--- config.mk ---
export PLATFORM = sky130hd
export DESIGN_NAME = saturn_fetch_unit
export DESIGN_NICKNAME = d
export VERILOG_FILES = /design/src/rtl/saturn_pkg.sv /design/src/rtl/saturn_fetch_bkpt.sv /design/src/rtl/saturn_fetch_unit.sv
export SDC_FILE = /design/constraint.sdc
export NUM_CORES = 1
export LEC_CHECK = 0
export CAP_MARGIN = 25
export CORE_UTILIZATION = 40
export CTS_BUF_LIST = sky130_fd_sc_hd__clkbuf_4 sky130_fd_sc_hd__clkbuf_8 sky130_fd_sc_hd__clkbuf_16
export DETAILED_ROUTE_END_ITERATION = 12
export PLACE_DENSITY = 0.75
export SLEW_MARGIN = 0
export SYNTH_ARGS = -nofsm -noshare
export SYNTH_HDL_FRONTEND = slang
export SYNTH_HIERARCHICAL = 1
export SYNTH_SLANG_ARGS = --single-unit
export TNS_END_PERCENT = 30
--- constraint.sdc ---
create_clock -name clk_in -period 5.4 [get_ports clk_in]
set_clock_uncertainty 0.05 [all_clocks]
set_input_delay 0.54 -clock clk_in [delete_from_list [all_inputs] [get_ports clk_in]]
set_output_delay 0.54 -clock clk_in [all_outputs]
set_load 0.02 [all_outputs]
--- src/rtl/saturn_pkg.sv ---
`default_nettype none
// +----------------------------------------------------------------------------+
// | saturn_pkg                                                                 |
// | Shared widths, fetch-stage state type and opcode-length helper.            |
// | Revision: 1.0                                                              |
// +----------------------------------------------------------------------------+
package saturn_pkg;

  localparam int SATURN_ADDR_W     = 20;
  localparam int SATURN_MAX_OP_NIB = 21;
  localparam int SATURN_LEN_W      = 5;
  localparam int SATURN_OPCODE_W   = 4 * SATURN_MAX_OP_NIB;

  typedef enum logic [1:0] {
    S_FLUSH = 2'd0,
    S_FETCH = 2'd1,
    S_HOLD  = 2'd2,
    S_BKPT  = 2'd3
  } fetch_state_t;

  // A length of zero means the controller cannot size the opcode yet.
  function automatic logic len_ok(input logic [SATURN_LEN_W-1:0] len, input int max_nib);
    return (len != '0) && (int'(len) <= max_nib);
  endfunction

endpackage
`default_nettype wire

--- src/rtl/saturn_fetch_bkpt.sv ---
`default_nettype none
// +----------------------------------------------------------------------------+
// | saturn_fetch_bkpt                                                          |
// | Breakpoint compare with resume suppression; built with SATURN_FETCH_BKPT_EN.|
// | Revision: 1.0                                                              |
// +----------------------------------------------------------------------------+
`ifdef SATURN_FETCH_BKPT_EN
module saturn_fetch_bkpt
  import saturn_pkg::*;
(
  input  logic                     i_bkpt_en,
  input  logic [SATURN_ADDR_W-1:0] i_bkpt_addr,
  input  logic [SATURN_ADDR_W-1:0] i_pc,
  input  logic                     i_enter_fetch,
  input  logic                     i_resuming,
  output logic                     o_trap
);

  // Re-entering fetch out of the breakpoint itself must not trap again.
  assign o_trap = i_enter_fetch && i_bkpt_en && !i_resuming && (i_pc == i_bkpt_addr);

endmodule
`endif
`default_nettype wire

--- src/rtl/saturn_fetch_unit.sv ---
`default_nettype none
// +----------------------------------------------------------------------------+
// | saturn_fetch_unit                                                          |
// | Saturn fetch stage: PC, opcode capture, decoder handshake, jump flush.     |
// | Optional breakpoint support with macro SATURN_FETCH_BKPT_EN.               |
// | Revision: 1.0                                                              |
// +----------------------------------------------------------------------------+
module saturn_fetch_unit
  import saturn_pkg::*;
#(
  parameter logic [SATURN_ADDR_W-1:0] RESET_PC   = 20'h00000,
  parameter int                       MAX_OP_NIB = SATURN_MAX_OP_NIB
) (
  input  logic                      clk_in,
  input  logic                      reset_in,
  output logic [SATURN_ADDR_W-1:0]  ibus_addr_o,
  output logic                      ibus_flush_q_o,
  output logic                      ibus_fetch_o,
  output logic                      ibus_fetch_ack_o,
  output logic [SATURN_LEN_W-1:0]   ibus_size_o,
  input  logic                      ibus_ready_in,
  input  logic [SATURN_ADDR_W-1:0]  ibus_addr_in,
  input  logic [4*MAX_OP_NIB-1:0]   ibus_pre_fetched_opcode_in,
  input  logic [SATURN_LEN_W-1:0]   ibus_pre_fetched_opcode_length_in,
  output logic                      dec_valid_o,
  input  logic                      dec_ready_in,
  output logic [4*MAX_OP_NIB-1:0]   dec_opcode_o,
  output logic [SATURN_LEN_W-1:0]   dec_length_o,
  output logic [SATURN_ADDR_W-1:0]  dec_pc_o,
  output logic [SATURN_ADDR_W-1:0]  dec_next_pc_o,
  input  logic                      jump_in,
  input  logic [SATURN_ADDR_W-1:0]  jump_addr_in
`ifdef SATURN_FETCH_BKPT_EN
  ,
  input  logic                      bkpt_en_in,
  input  logic [SATURN_ADDR_W-1:0]  bkpt_addr_in,
  input  logic                      resume_in,
  output logic                      bkpt_hit_o
`endif
);

  fetch_state_t               r_state, w_next, w_next_base;
  logic [SATURN_ADDR_W-1:0]   r_pc, w_pc_next;
  logic                       r_flush, r_fetch, r_ack, r_valid;
  logic [SATURN_LEN_W-1:0]    r_size, r_len;
  logic [4*MAX_OP_NIB-1:0]    r_opcode;
  logic [SATURN_ADDR_W-1:0]   r_dec_pc, r_dec_next_pc;
  logic                       w_match, w_handshake;
  logic                       w_flush_d, w_fetch_d, w_valid_d, w_ack_d, w_capture;

  assign w_match = (r_state == S_FETCH) && ibus_ready_in && (ibus_addr_in == r_pc) &&
                   len_ok(ibus_pre_fetched_opcode_length_in, MAX_OP_NIB);
  assign w_handshake = (r_state == S_HOLD) && r_valid && dec_ready_in;

  // Reset parks in S_FLUSH with the pulse not yet issued; it repeats once to emit it.
  always_comb begin
    w_next_base = r_state;
    w_pc_next   = r_pc;
    if (jump_in) begin
      w_next_base = S_FLUSH;
      w_pc_next   = jump_addr_in;
    end else begin
      case (r_state)
        S_FLUSH: if (r_flush) w_next_base = S_FETCH;
        S_FETCH: if (w_match) w_next_base = S_HOLD;
        S_HOLD: begin
          if (w_handshake) begin
            w_next_base = S_FETCH;
            w_pc_next   = r_dec_next_pc;
          end
        end
`ifdef SATURN_FETCH_BKPT_EN
        S_BKPT:  if (resume_in) w_next_base = S_FETCH;
`endif
        default: w_next_base = S_FLUSH;
      endcase
    end
  end

`ifdef SATURN_FETCH_BKPT_EN
  logic w_enter_fetch, w_trap, r_bkpt_hit;

  assign w_enter_fetch = (w_next_base == S_FETCH) && (r_state != S_FETCH);

  saturn_fetch_bkpt u_bkpt (
    .i_bkpt_en     (bkpt_en_in),
    .i_bkpt_addr   (bkpt_addr_in),
    .i_pc          (w_pc_next),
    .i_enter_fetch (w_enter_fetch),
    .i_resuming    (r_state == S_BKPT),
    .o_trap        (w_trap)
  );

  assign w_next     = w_trap ? S_BKPT : w_next_base;
  assign bkpt_hit_o = r_bkpt_hit;
`else
  assign w_next = w_next_base;
`endif

  always_comb begin
    w_flush_d = (w_next == S_FLUSH);
    w_fetch_d = (w_next == S_FETCH);
    w_valid_d = (w_next == S_HOLD);
    w_ack_d   = w_handshake && !jump_in;
    w_capture = w_match && !jump_in;
  end

  always_ff @(posedge clk_in) begin
    if (reset_in) begin
      r_state       <= S_FLUSH;
      r_pc          <= RESET_PC;
      r_flush       <= 1'b0;
      r_fetch       <= 1'b0;
      r_ack         <= 1'b0;
      r_valid       <= 1'b0;
      r_size        <= '0;
      r_len         <= '0;
      r_opcode      <= '0;
      r_dec_pc      <= RESET_PC;
      r_dec_next_pc <= '0;
`ifdef SATURN_FETCH_BKPT_EN
      r_bkpt_hit    <= 1'b0;
`endif
    end else begin
      r_state <= w_next;
      r_pc    <= w_pc_next;
      r_flush <= w_flush_d;
      r_fetch <= w_fetch_d;
      r_valid <= w_valid_d;
      r_ack   <= w_ack_d;
`ifdef SATURN_FETCH_BKPT_EN
      r_bkpt_hit <= (w_next == S_BKPT);
`endif
      if (w_ack_d) r_size <= r_len;
      if (w_capture) begin
        r_opcode      <= ibus_pre_fetched_opcode_in;
        r_len         <= ibus_pre_fetched_opcode_length_in;
        r_dec_pc      <= r_pc;
        r_dec_next_pc <= r_pc + {{(SATURN_ADDR_W-SATURN_LEN_W){1'b0}},
                                 ibus_pre_fetched_opcode_length_in};
      end
    end
  end

  assign ibus_addr_o      = r_pc;
  assign ibus_flush_q_o   = r_flush;
  assign ibus_fetch_o     = r_fetch;
  assign ibus_fetch_ack_o = r_ack;
  assign ibus_size_o      = r_size;
  assign dec_valid_o      = r_valid;
  assign dec_opcode_o     = r_opcode;
  assign dec_length_o     = r_len;
  assign dec_pc_o         = r_dec_pc;
  assign dec_next_pc_o    = r_dec_next_pc;

endmodule
`default_nettype wire

==> run metrics <==
status complete, no violations; die height 136.0 µm; vias in the first global route 6855; critical path, cell by cell clkdlybuf4s50_1 -> xor2_1 -> nor4_2 -> nand3_4 -> buf_4 -> o21ai_0 -> a21oi_1; Max Fclk 318.0 MHz; synthesized area 7181 µm²; CTS tree built; actual slew at the worst max-slew pin 0.8464 ns; input/output buffers 291; VDD IR max 0.2145 mV; floorplan core area 17420 µm²; Skew-Pair Late Insertion Delay 0.42 ns; CTS buffer count 17; fin crit share 0.5823; nets 1212; power density over the cells 248.7 nW/µm²; min-delay worst type flop to flop; Critical Path AT 3.35 ns; placer congestion estimate 0.8089; CP required 5.61 ns; via count 7187; dominant synthesized flop cell dfxtp_1; diodes inserted 0; Die X-Extent 136.0 µm; # setup viols final 0; WL final 23900 µm; CP Launch Type input port; remaining antenna violation count 0; Post-synth EDFFs 0; setup_tns 0 ns; clock buffer depth 2; first-pass GRT wire length 36380 µm; DRC viols 0; commonest non-fill, non-tap cells in the layout clkdlybuf4s50_1, dfxtp_1, a21oi_1; Layout Area Growth over Synthesis 47.99%; wire per inst 18.26 µm; slowest cell delay on critical path 0.66 ns; Slew HR 0.4357; starting density of the core 0.4123; die area 18490 µm²; Hold WS 0.4198 ns; CTS root buf clkbuf_16; max-slew violations 0; initial antenna violation count 0; FP Rows 48; Hold-fix buffers, CTS 0; post-detail-place hpwl 15840 µm; H-tree depth 4; Place WS 1.866 ns; r2r setup slk 2.28 ns; post-synth net total 981; WS Path Type input port to flop; Final Worst Setup Slack 2.255 ns; Overall Power 2.643 mW; commonest non-fill, non-tap cell in the layout clkdlybuf4s50_1; total grt overflow 0; Min Clock Period, post-route 3.145 ns; pin count of the biggest net entering global routing 120; first drt pass iteration count 5; syn avg cell area 8.538 µm²; cell count after placement 1278; clk slew on worst S/H paths 0.06 ns; sequential share of the synthesized area 0.4461; Synth cell types 49; Tot GR Track Use 0.2505; total setup buffers inserted after CTS 0; initial DRC count 504; Cells after Synth 841; Avg Vias per Cell 5.490; Leakage 3.491 nW; Synth warnings 6; CTS Sinks 160; Top Ports 292; ys async rst share 0; CP max FO 62; Synth Register Bits 160; MaxCap Viol Count 0; Resized Gates After CTS 0; fraction of layout cells with a size suffix above 1 0.08210; Finished Layout Cells 1309; Fin. Hold Viols 0; RSZ-0062 raised after global routing false; crit path capture type flop; slowest CP cell nor4_2
-- worst max-delay path: cells and delay by family --
family | cells | cell delay [ns]
and+or+nand+nor | 2 | 1.29
buffers and inverters | 2 | 0.96
xor gates and xnor gates | 1 | 0.16
AOI/OAI and AO/OA | 2 | 0.35
-- cell usage after synthesis (all sizes together), types with 4 or more instances --
library cell	number	area, µm²
inv	7	26.28
nor2	6	22.52
and3	4	25.02
o211ai	5	47.54
dfxtp	160	3203
nand2	45	168.9
a211oi	18	185.2
nor3	4	20.02
nand4	10	62.56
a31oi	10	62.56
xnor2	12	127.6
ha	5	62.56
nand3	119	595.6
nor4	6	65.06
mux2	19	214.0
clkbuf	45	170.2
a21oi	149	745.7
xor2	23	201.4
buf	43	291.5
o21ai	125	636.9
-- path summary, 6_finish.rpt --
| path | cells past startpoint | end | from |
|---|---|---|---|
| setup / recovery | 7 | dec_opcode_o[6] | ibus_addr_in[8] |
| hold / removal | 2 | dec_pc_o[14] | dec_pc_o[14] |
| setup reg to reg | 6 | dec_opcode_o[6] | ibus_addr_o[8] |
| hold reg to reg | 2 | dec_pc_o[14] | dec_pc_o[14] |
-- metal layers --
| layer | share of wire | vias to the layer above | global-route usage |
|---|---|---|---|
| met4 | 0.025 | 0 | 0.09815 |
| met3 | 0.080 | 40 | 0.07457 |
| met2 | 0.48 | 297 | 0.4130 |
| met5 | 0 | - | 0 |
| met1 | 0.41 | 3369 | 0.3051 |
| li1 | - | 3481 | - |
-- sequential cells by signal, indices dropped and copies added, names as in the netlist --
| name | flops |
|---|---|
| dec_next_pc_o | 20 |
| dec_pc_o | 20 |
| ibus_fetch_ack_o | 1 |
| dec_opcode_o | 84 |
| dec_valid_o | 1 |
| ibus_size_o | 5 |
| r_state | 2 |
| ibus_flush_q_o | 1 |
| ibus_fetch_o | 1 |
| dec_length_o | 5 |
| ibus_addr_o | 20 |
-- layout make-up --
| class | instances | area, µm² |
|---|---|---|
| clock buffer | 24 | 509.2 |
| clock inverter | 7 | 75.07 |
| fill | 1513 | 6790 |
| inverter | 7 | 26.28 |
| multi-input combinational | 586 | 3517 |
| sequential | 160 | 3203 |
| tap | 225 | 281.5 |
| timing repair buffer | 300 | 3014 |
-- cells by family after synthesis --
| family | after synthesis | share of synthesized area |
|---|---|---|
| xor+xnor | 35 | 0.04583 |
| mux | 20 | 0.03119 |
| flops | 160 | 0.4461 |
| fa+ha+maj | 6 | 0.01150 |
| compound gates | 320 | 0.2500 |
| simple gates | 205 | 0.1474 |
| buf+inv | 95 | 0.06796 |
-- power breakdown --
group | leakage, nW | internal (mW) | total (mW) | switching (mW)
Combinational | 1.92 | 0.137 | 0.241 | 0.103
Clock | 0.282 | 0.707 | 1.19 | 0.482
Sequential | 1.29 | 1.19 | 1.21 | 0.0234
Total | 3.49 | 2.03 | 2.64 | 0.609
-- metrics by stage --
step / utilization / cell area, µm²
floorplan: - / 7181
global placement: 0.5750 / 10010
detailed placement: 0.5766 / 10040
CTS: 0.6101 / 10630
global route: 0.6101 / 10630
finish: 0.6101 / 10630
(Power assumes the default switching activity.)
==> patch: new RTL, same flow settings <==
Set the package constant `SATURN_ADDR_W` to 28 (it was 20).
--- a/src/rtl/saturn_pkg.sv
+++ b/src/rtl/saturn_pkg.sv
@@ -6,7 +6,7 @@
 // +----------------------------------------------------------------------------+
 package saturn_pkg;
 
-  localparam int SATURN_ADDR_W     = 20;
+  localparam int SATURN_ADDR_W     = 28;
   localparam int SATURN_MAX_OP_NIB = 21;
   localparam int SATURN_LEN_W      = 5;
   localparam int SATURN_OPCODE_W   = 4 * SATURN_MAX_OP_NIB;
Ports: changed (5 resized); port bits go from 292 to 332. No check against the original RTL was run, so the function may have changed too.
==> patch against the original RTL <==
  * Fmax decreased by 0.56%
  * Synthesized area is 8.7% higher
  * Clock power grew 5%
  * Wire length grew 1.2%
  * Sequential cell count grew 24
  * Total power up 10%
  * Design area is 11% higher
  * Die area is 8.6% higher
  * Setup slack got worse by 0.018 ns
  * Largest cell class unchanged
  * Largest power group unchanged
==> patch: results (changes against the original RTL) <==
\begin{tabular}{lr}
\hline
Metric & Value \\
\hline
\multicolumn{2}{l}{\textbf{STA}} \\
\quad Time the final worst path needs with I/O delays and setup & 3.16 ns (+0.0176 ns) \\
\quad Slew of the pin with the lowest slew margin & 0.889 ns (+0.0429 ns) \\
\multicolumn{2}{l}{\textbf{Route}} \\
\quad Met1 Wirelength & 9.98 mm (+1.7\%) \\
\quad Total detailed-routing wirelength & 24.2 mm (+1.2\%) \\
\quad Detailed-routed wire length on met3 & 2.07 mm (+7.5\%) \\
\multicolumn{2}{l}{\textbf{Final layout}} \\
\quad Post-layout net count & 1256 (+3.6\%) \\
\quad Post-layout instance count excluding filler cells & 1373 (+4.9\%) \\
\quad Fraction of layout instances using a drive strength above 1 & 0.0530 (-0.0291) \\
\multicolumn{2}{l}{\textbf{Global routing}} \\
\quad Via count of the first global-routing pass & 6422 (-6.3\%) \\
\quad Wire length of the first global-routing pass & 36.6 mm (+0.53\%) \\
\multicolumn{2}{l}{\textbf{Synth}} \\
\quad Seq/Total Area, Yosys & 0.472 (+0.0256) \\
\quad List of most frequent post-synthesis cells & 199 x sky130\_fd\_sc\_hd\_\_nor2\_1, 184 x sky130\_fd\_sc\_hd\_\_dfxtp\_1, 149 x sky130\_fd\_sc\_hd\_\_mux2i\_1, 42 x sky130\_fd\_sc\_hd\_\_xor2\_1, 38 x sky130\_fd\_sc\_hd\_\_clkbuf\_1 \\
\quad Syn Area/Cell & 9.69 sq um (+13\%) \\
\multicolumn{2}{l}{\textbf{Setup path}} \\
\quad Data arrival time of the critical path & 3.42 ns (+0.07 ns) \\
\quad Cell type of the slowest stage on the worst timing path & sky130\_fd\_sc\_hd\_\_nor4\_1 \\
\quad Worst flop-to-flop path endpoint & dec\_next\_pc\_o[26]\$\_SDFFE\_PP0P\_ \\
\quad CP Max Fanout & 120 (+94\%) \\
\quad Reg2Reg Depth & 7 (+1) \\
\quad Type of the worst setup path & flop to flop \\
\multicolumn{2}{l}{\textbf{Placement}} \\
\quad Count of input and output buffers & 331 (+14\%) \\
\quad Post-detail-place hpwl & 16.8 mm (+6.2\%) \\
\quad Global placer's final weighted congestion & 0.784 (-3.0\%) \\
\multicolumn{2}{l}{\textbf{Pwr}} \\
\quad Areal power density over the cells & 248 nW/um\^{}2 (-0.38\%) \\
\quad Part of the total power dissipated in sequential elements & 0.480 (+0.021) \\
\quad Largest voltage drop on the vdd net & 0.210 mV (-2.1\%) \\
\quad Leakage & 4.25 nW (+22\%) \\
\multicolumn{2}{l}{\textbf{Min path}} \\
\quad End point of the worst hold path & ibus\_addr\_o[13]\$\_SDFFE\_PP0P\_ \\
\quad Hold path startpoint & reset\_in \\
\multicolumn{2}{l}{\textbf{Status}} \\
\quad Status & completed \\
\hline
\end{tabular}
## patch: cell type report
cell class | count | area, sq um | share of cell area
Multi-Input combinational cell | 556 | 3770 | 0.320
Clock buffer | 17 | 425 | 0.0362
Inverter | 4 | 15.0 | 0.00128
Timing Repair Buffer | 337 | 3390 | 0.288
Tap cell | 260 | 325 | 0.0276
Clock inverter | 15 | 161 | 0.0137
Sequential cell | 184 | 3680 | 0.313
## patch: cells by family after synthesis
kind of cell / count (synthesis) / synth area share
xor gates and xnor gates: 53 / 0.0594
adders and majority gates: 6 / 0.0106
AOI/OAI and AO/OA: 75 / 0.0687
buffers and inverters: 66 / 0.0461
muxes: 149 / 0.191
and+or+nand+nor: 273 / 0.152
DFF: 184 / 0.472
## patch: metal layers
| layer | global-route usage | up-vias |
|---|---|---|
| li1 | - | 3334 |
| met1 | 0.291 | 3159 |
| met2 | 0.401 | 254 |
| met3 | 0.0783 | 18 |
| met4 | 0.0713 | 0 |
| met5 | 0 | - |
